--- config.mk ---
export PLATFORM = sky130hd
export DESIGN_NAME = idx_encode_unit_flat
export DESIGN_NICKNAME = d
export VERILOG_FILES = /design/src/rtl/idx_encode_unit_if.sv /design/src/rtl/idx_encode_unit.sv /design/src/flat_wrapper.sv
export SDC_FILE = /design/constraint.sdc
export NUM_CORES = 1
export LEC_CHECK = 0
export ABC_CLOCK_PERIOD_IN_PS = 1150
export BUFFER_PORTS_ARGS = -buffer_cell sky130_fd_sc_hd__clkbuf_2
export CAP_MARGIN = 25
export CORE_AREA = 2 2 39 41
export CTS_BUF_LIST = sky130_fd_sc_hd__clkbuf_8 sky130_fd_sc_hd__clkbuf_16
export DETAILED_ROUTE_END_ITERATION = 12
export DIE_AREA = 0 0 41 43
export SETUP_SLACK_MARGIN = 0.5
export SLEW_MARGIN = 20
export SYNTH_ARGS = -nofsm -noshare
export SYNTH_HDL_FRONTEND = slang
export SYNTH_SLANG_ARGS = --single-unit
--- constraint.sdc ---
create_clock -name clk_i -period 1.15 [get_ports clk_i]
set_input_delay 0.1725 -clock clk_i [delete_from_list [all_inputs] [get_ports clk_i]]
set_output_delay 0.1725 -clock clk_i [all_outputs]
set_load 0.01 [all_outputs]
--- src/rtl/idx_encode_unit_if.sv ---
// Request/result bundle for idx_encode_unit: capture strobe plus both input vectors, registered results.
// Signals only, no latency of its own; no backpressure (results follow every valid_i unconditionally).
// onehot_err_o exists only when IDX_ENCODE_ONEHOT_CHECK_EN is defined.
interface idx_encode_unit_if #(
    parameter int WIDTH = 8
);
    localparam int CNT_W = (WIDTH > 1) ? $clog2(WIDTH) : 1;

    logic             valid_i;
    logic [WIDTH-1:0] vec_i;
    logic [WIDTH-1:0] onehot_i;
    logic             valid_o;
    logic [CNT_W-1:0] cnt_o;
    logic             empty_o;
    logic [CNT_W-1:0] bin_o;
`ifdef IDX_ENCODE_ONEHOT_CHECK_EN
    logic             onehot_err_o;
`endif

    modport master (
        output valid_i, vec_i, onehot_i,
        input  valid_o, cnt_o, empty_o, bin_o
`ifdef IDX_ENCODE_ONEHOT_CHECK_EN
        , input onehot_err_o
`endif
    );

    modport slave (
        input  valid_i, vec_i, onehot_i,
        output valid_o, cnt_o, empty_o, bin_o
`ifdef IDX_ENCODE_ONEHOT_CHECK_EN
        , output onehot_err_o
`endif
    );
endinterface

--- src/rtl/idx_encode_unit.sv ---
// Priority-encodes vec_i (trailing/leading zero count + empty) and converts onehot_i to binary; optional multi-hot check under IDX_ENCODE_ONEHOT_CHECK_EN.
// Latency 1 cycle: results registered on valid_i, valid_o follows valid_i every clock.
// No backpressure: every valid_i is captured; data outputs hold while valid_i is low.
module idx_encode_unit #(
    parameter int WIDTH = 8,
    parameter int MODE  = 0
) (
    input  logic             clk_i,
    input  logic             rst_ni,
    idx_encode_unit_if.slave bus
);
    localparam int CNT_W = (WIDTH > 1) ? $clog2(WIDTH) : 1;
    localparam int PAD_W = 1 << CNT_W;

    logic [PAD_W-1:0] leaf;
    logic [PAD_W-1:0] node_vld [CNT_W+1];
    logic [CNT_W-1:0] node_idx [CNT_W+1][PAD_W];
    logic             empty_nxt;
    logic [CNT_W-1:0] cnt_nxt;
    logic [CNT_W-1:0] bin_nxt;

    // Leading-zero mode mirrors the vector so one lowest-set-bit tree serves both modes.
    // Padding leaves stay zero, so indices >= WIDTH can never win.
    always_comb begin
        leaf = '0;
        for (int i = 0; i < WIDTH; i++) begin
            leaf[i] = (MODE == 1) ? bus.vec_i[WIDTH-1-i] : bus.vec_i[i];
        end
    end

    always_comb begin
        for (int l = 0; l <= CNT_W; l++) begin
            node_vld[l] = '0;
            for (int k = 0; k < PAD_W; k++) begin
                node_idx[l][k] = '0;
            end
        end
        node_vld[0] = leaf;
        for (int k = 0; k < PAD_W; k++) begin
            node_idx[0][k] = CNT_W'(k);
        end
        // Each level merges pairs, the lower-indexed child taking priority.
        for (int l = 0; l < CNT_W; l++) begin
            for (int k = 0; k < (PAD_W >> (l + 1)); k++) begin
                node_vld[l+1][k] = node_vld[l][2*k] | node_vld[l][2*k+1];
                node_idx[l+1][k] = node_vld[l][2*k] ? node_idx[l][2*k] : node_idx[l][2*k+1];
            end
        end
    end

    assign empty_nxt = ~node_vld[CNT_W][0];
    assign cnt_nxt   = empty_nxt ? '0 : node_idx[CNT_W][0];

    // Each binary bit is the OR of all inputs whose index has that bit set; multi-hot ORs indices.
    always_comb begin
        bin_nxt = '0;
        for (int b = 0; b < CNT_W; b++) begin
            for (int i = 0; i < WIDTH; i++) begin
                if (((i >> b) & 1) != 0) begin
                    bin_nxt[b] = bin_nxt[b] | bus.onehot_i[i];
                end
            end
        end
    end

    always_ff @(posedge clk_i or negedge rst_ni) begin
        if (!rst_ni) begin
            bus.valid_o <= 1'b0;
            bus.cnt_o   <= '0;
            bus.empty_o <= 1'b1;
            bus.bin_o   <= '0;
        end else begin
            bus.valid_o <= bus.valid_i;
            if (bus.valid_i) begin
                bus.cnt_o   <= cnt_nxt;
                bus.empty_o <= empty_nxt;
                bus.bin_o   <= bin_nxt;
            end
        end
    end

`ifdef IDX_ENCODE_ONEHOT_CHECK_EN
    logic err_nxt;

    // Clearing the lowest set bit leaves something only if more than one bit was set.
    assign err_nxt = |(bus.onehot_i & (bus.onehot_i - WIDTH'(1)));

    always_ff @(posedge clk_i or negedge rst_ni) begin
        if (!rst_ni) begin
            bus.onehot_err_o <= 1'b0;
        end else if (bus.valid_i) begin
            bus.onehot_err_o <= err_nxt;
        end
    end

`ifndef SYNTHESIS
    onehot_err_a : assert property (@(posedge clk_i) disable iff (!rst_ni)
        !(bus.valid_o && bus.onehot_err_o))
        else $warning("idx_encode_unit: multi-hot match vector captured");
`endif
`endif

endmodule

--- src/flat_wrapper.sv ---
// flat-port wrapper written by rule: the top's interface ports become plain ports
module idx_encode_unit_flat 
#(
    parameter int WIDTH = 8,
    parameter int MODE  = 0
)
  (clk_i, rst_ni, bus_valid_i, bus_vec_i, bus_onehot_i, bus_valid_o, bus_cnt_o, bus_empty_o, bus_bin_o);
  idx_encode_unit_if #(.WIDTH(WIDTH)) bus_i ();
  input  logic clk_i;
  input  logic rst_ni;
  input wire logic [$bits(bus_i.valid_i)-1:0] bus_valid_i;
  input wire logic [$bits(bus_i.vec_i)-1:0] bus_vec_i;
  input wire logic [$bits(bus_i.onehot_i)-1:0] bus_onehot_i;
  output wire logic [$bits(bus_i.valid_o)-1:0] bus_valid_o;
  output wire logic [$bits(bus_i.cnt_o)-1:0] bus_cnt_o;
  output wire logic [$bits(bus_i.empty_o)-1:0] bus_empty_o;
  output wire logic [$bits(bus_i.bin_o)-1:0] bus_bin_o;
  assign bus_i.valid_i = bus_valid_i;
  assign bus_i.vec_i = bus_vec_i;
  assign bus_i.onehot_i = bus_onehot_i;
  assign bus_valid_o = bus_i.valid_o;
  assign bus_cnt_o = bus_i.cnt_o;
  assign bus_empty_o = bus_i.empty_o;
  assign bus_bin_o = bus_i.bin_o;
  idx_encode_unit #(.WIDTH(WIDTH), .MODE(MODE)) u_core (.clk_i(clk_i), .rst_ni(rst_ni), .bus(bus_i));
endmodule
-- After elaboration in Yosys (flattened, before gate mapping)
Index checks and enable logic that the tools add are counted.
- mux-type cells: 8
- bitwise logic cells: 17
- operators by type and width (operator ; number):
    bitwise OR 1 bit ; 16
    2-to-1 mux 3 bit ; 4
    2-to-1 mux 1 bit ; 4
    NOT 1 bit ; 1
- flip-flop bits (word level): 8
- input bits: 19
- word-level logic and storage cells: 29

-- Logic depth before layout (Yosys ltp)
- word-level depth: 4
- depth in mapped cells: 3

-- Worst setup path before layout
Ideal clock, no wire load.
- path kind: input to register
- start: input port bus_vec_i[7]
- end: register u_core.bus.cnt_o[2]
- data arrival time: 0.810 ns
- data required time: 1.032 ns
- path slack: 0.222 ns
- stages on the path: 3
- buffers on the path: 0
- cells stage by stage: or4_4 > nand3_2 > o21ai_2
- cells in the longest elaborated chain, start to end: 4
- ends and longest elaborated chain (item ; RTL line ; text):
    start, declared ; flat_wrapper.sv:12 ; input wire logic [$bits(bus_i.vec_i)-1:0] bus_vec_i;
    bitwise OR 1 bit (3 in a row) ; idx_encode_unit.sv:45 ; node_vld[l+1][k] = node_vld[l][2*k] | node_vld[l][2*k+1];
    2-to-1 mux 3 bit ; idx_encode_unit.sv:52 ; assign cnt_nxt = empty_nxt ? '0 : node_idx[CNT_W][0];
    end signal, assigned ; idx_encode_unit.sv:75 ; bus.cnt_o <= cnt_nxt;
    end, declared ; idx_encode_unit_if.sv:30 ; output valid_o, cnt_o, empty_o, bin_o
Every way passes these cells.
A chain may end at the register's enable or synchronous reset.

-- Final worst setup path
- start: register u_core.bus.empty_o
- end: output port bus_empty_o
- RTL lines (item ; RTL line ; text):
    start, declared ; idx_encode_unit_if.sv:30 ;
    start signal, assigned ; idx_encode_unit.sv:76 ; bus.empty_o <= empty_nxt;
    end, declared ; flat_wrapper.sv:16 ; output wire logic [$bits(bus_i.empty_o)-1:0] bus_empty_o;
No word-level cell between the ends.

==> metrics.log <==
[metrics] wire length of the first global-routing pass: 1.39 mm
[metrics] result of the run: complete, no violations
[metrics] WP buf/inv: 1
[metrics] total number of H-tree levels: 1
[metrics] startpoint kind of the worst setup timing path: register
[metrics] number of global-route vias before repair: 368
[metrics] sequential group share of total power: 39.4%
[metrics] area grow syn2layout: 72.2%
[metrics] critical setup path kind: reg2out
[metrics] Max Transition Viols Final: 0
[metrics] type of element capturing the critical path: output pin
[metrics] Crit path depth: 1
[metrics] NumNets Final: 94
[metrics] internal cell power: 0.593 mW
[metrics] YS warnings: 0
[metrics] xor-xnor portion of the synthesized cell area: 0%
[metrics] clock buffer depth: 2
[metrics] Pwr per Cell Area: 1130 mW/mm^2
[metrics] worst min-delay path class: in2reg
[metrics] hold slack final: 0.208 ns
[metrics] fill cell total of the finished layout: 137
[metrics] Largest stage delay, worst path: 0.53 ns
[metrics] sequence of cells on the critical path: buf_6
[metrics] slew at the pin with the worst max-slew slack: 0.357 ns
[metrics] post-synthesis mux area share: 0%
[metrics] min setup slack post-route: 0.134 ns
[metrics] WP data required: 0.98 ns
[metrics] clock root buffer master: clkbuf_8
[metrics] number of standard cells after synthesis: 41
[metrics] first drt pass iteration count: 4
[metrics] Top-Level Pins: 27
[metrics] standard cell area after detailed placement: 543 um^2
[metrics] placed cell count: 82
[metrics] instance count along the most critical hold path: 4
[metrics] Worst R2R Path Depth: 3
[metrics] Netlist Area Pre-Place: 395 um^2
[metrics] initial antenna violation count: 0
[metrics] share of total power in the clock network: 43.8%
[metrics] DIE WIDTH: 41 um
[metrics] placer's final routability congestion estimate: 0.821
[metrics] Inserted Clock Buffers: 3
[metrics] overall global routing resource usage: 11.8%
[metrics] post-synthesis share of cell area spent on full adders, half adders and majority gates: 0%
[metrics] timing-limited maximum frequency: 0.984 GHz
[metrics] initial cell density of the core: 28.6%
[metrics] TritonCTS sink count: 8
[metrics] cell area after layout: 681 um^2
[metrics] WL final: 896 um
[metrics] Die Y: 43 um
[metrics] maximum ir drop on the vdd rail: 756 uV
[metrics] Simple-Gate Fraction of Synth Area: 29.7%
[metrics] switching share of power: 23.1%
[metrics] count of unresolved DRC violations after routing: 0
[metrics] clock edge transition at the registers on the reported setup and hold paths: 0.04 ns
[metrics] leakage power total: 0.304 nW
[metrics] via count normalized by instance count: 4.57
[metrics] TritonCTS clock tree: built
[metrics] sequential-to-total area share from yosys stat: 50.9%
[metrics] non-filler instance count after layout: 90
[metrics] overflow left after global routing: 0
[metrics] setup clock skew after layout: 0 ns
[metrics] unrepaired setup endpoints after global routing: true
[metrics] violation count after the first detailed-routing iteration: 5
[metrics] number of storage elements in the synthesis netlist: 8
[metrics] port buffer count: 25
[metrics] mean cell area of the mapped netlist: 9.64 um^2
[metrics] Slew headroom: 76.0%
[metrics] diodes inserted: 0
[metrics] worst-path cell with the longest stage delay: dfstp_2
[metrics] post-route setup TNS: 0 ns
[metrics] count of cell types in the netlist: 20
[metrics] CP Data Arrival Time: 0.84 ns
[metrics] share of the clock period used by the worst path after layout: 88.4%
[metrics] Top delay family on crit path: flip-flops
[metrics] Std-Cell Rows: 14
[metrics] relative contribution of combinational cells to total power: 16.8%
[metrics] compound-cell area share of the yosys netlist: 15.2%
[metrics] post-place setup slack: 0.103 ns
[metrics] setup-violating endpoint count in the final report: 0
[metrics] routed vias: 411
[metrics] final period demand of the worst path: 1.02 ns
[metrics] full die area: 0.00176 mm^2
[metrics] pin count of the biggest net entering global routing: 14
[metrics] routed wirelength normalized by instance count: 9.96 um
[metrics] count of maximum capacitance violations: 0
[metrics] maximum fanout along the worst path: 2
[metrics] area of the core: 0.00138 mm^2
[metrics] Final Hold Violating Endpoints: 0
[metrics] Syn Nets: 60
[metrics] main combinational cell family by area after synthesis: simple AND/OR/NAND/NOR gates
[metrics] count of antenna-violating nets left after detailed routing: 0
[metrics] half-perimeter wire length after placement: 690 um
[metrics] switching component of the power: 0.178 mW
[metrics] clock latency at the later pin of the worst-skew pair: 0.22 ns
[metrics] fraction of layout instances using a drive strength above 1: 55.4%
==> layer usage <==
layer	vias to the layer above	global-route usage (%)	wire, um	part of all wire (%)
met5	-	0	0	0
met4	0	6.00	0	0
met3	0	4.71	50	5.6
met2	9	18.8	475	53
met1	190	12.6	370	41
li1	212	-	-	-
==> state kept, by name, summed over array words and instances (netlist names) <==
name / count
u_core.bus.valid_o: 1
u_core.bus.cnt_o: 3
u_core.bus.bin_o: 3
u_core.bus.empty_o: 1
==> power by group through the flow <==
stage / logic, mW / clock network (mW) / registers (mW)
6_report: 0.130 / 0.338 / 0.304
5_1_grt: 0.144 / 0.370 / 0.305
4_1_cts: 0.118 / 0.347 / 0.303
3_5_place_dp: 0.107 / 0 / 0.307
3_3_place_gp: 0.106 / 0 / 0.307
2_1_floorplan: 0.0339 / 0 / 0.314
==> placed cells by master (no fill, tap or decap) <==
cell           count
buf_6              4
o211ai_1           1
or4_4              1
a21oi_2            2
clkbuf_2          21
nand3_2            1
o31a_1             1
a21oi_1            1
o221ai_1           1
buf_2              1
nand2b_1           2
nand4_1            1
nand2_1            2
buf_4              2
nor4_1             3
dfstp_2            1
o21ai_1            1
dlygate4sd3_1      1
o22ai_1            1
dfrtp_1            7
nor2_4             2
o21ai_2            1
clkbuf_8           4
nor2b_1            2
nor4_4             1
inv_1              4
nor2_1             5
==> layout make-up <==
| class | instances | area (um^2) | share of cell area, % |
|---|---|---|---|
| Inverter | 3 | 11.3 | 1.65 |
| Multi-Input combinational cell | 29 | 209 | 30.7 |
| Tap cell | 16 | 20.0 | 2.94 |
| Clock buffer | 3 | 41.3 | 6.07 |
| Clock inverter | 1 | 3.75 | 0.551 |
| Sequential cell | 8 | 201 | 29.6 |
| Timing Repair Buffer | 30 | 194 | 28.5 |
==> stage by stage <==
step / total power [mW] / utilization [%]
2_1_floorplan: 0.348 / -
3_3_place_gp: 0.413 / 39.2
3_5_place_dp: 0.414 / 39.2
4_1_cts: 0.769 / 45.0
5_1_grt: 0.819 / 49.2
6_report: 0.771 / 49.2
==> what timing repair did <==
action                     4_1_cts  5_1_grt
buffers inserted                 1        2
hold endpoints to repair         7        0
hold buffers                     1        0
gates resized for setup          3       13
setup endpoints to repair       11       14
pin swaps                        2        2
==> path summary, 6_finish.rpt <==
| check | slack [ns] | start | end |
|---|---|---|---|
| max | 0.13 | u_core.bus.empty_o | bus_empty_o |
| min | 0.21 | bus_vec_i[6] | u_core.bus.empty_o |
| max reg2reg | 0.41 | u_core.bus.bin_o[0] | u_core.bus.bin_o[0] |
| min reg2reg | 0.47 | u_core.bus.empty_o | u_core.bus.empty_o |
| max in group asynchronous | 0.58 | rst_ni | u_core.bus.empty_o |
| min in group asynchronous | 0.32 | rst_ni | u_core.bus.cnt_o[1] |
==> cell usage after synthesis <==
| cell | instances | area (um^2) |
|---|---|---|
| a21oi_1 | 3 | 15.0 |
| buf_2 | 1 | 5.00 |
| dfrtp_1 | 7 | 175 |
| dfstp_2 | 1 | 26.3 |
| inv_1 | 3 | 11.3 |
| nand2_1 | 2 | 7.51 |
| nand2b_1 | 2 | 12.5 |
| nand3_2 | 1 | 10.0 |
| nand4_1 | 1 | 6.26 |
| nor2_1 | 7 | 26.3 |
| nor2b_1 | 2 | 12.5 |
| nor4_1 | 3 | 18.8 |
| nor4_2 | 1 | 12.5 |
| o211ai_1 | 1 | 7.51 |
| o21ai_0 | 1 | 5.00 |
| o21ai_2 | 1 | 8.76 |
| o221ai_1 | 1 | 8.76 |
| o22ai_1 | 1 | 6.26 |
| o31a_1 | 1 | 8.76 |
| or4_4 | 1 | 11.3 |
==> kinds of logic after synthesis <==
family / after synthesis
AO/OA/AOI/OAI: 9
buffers and inverters: 4
AND/OR/NAND/NOR: 20
flip-flops: 8
==> tightest hold or removal path: cells and delay by family <==
kind | cells | cell delay (ns)
and+or+nand+nor | 2 | 0.12
buffers and inverters | 1 | 0.07
AOI/OAI and AO/OA | 1 | 0.06
No activity file was read; power rests on OpenSTA's default activity.
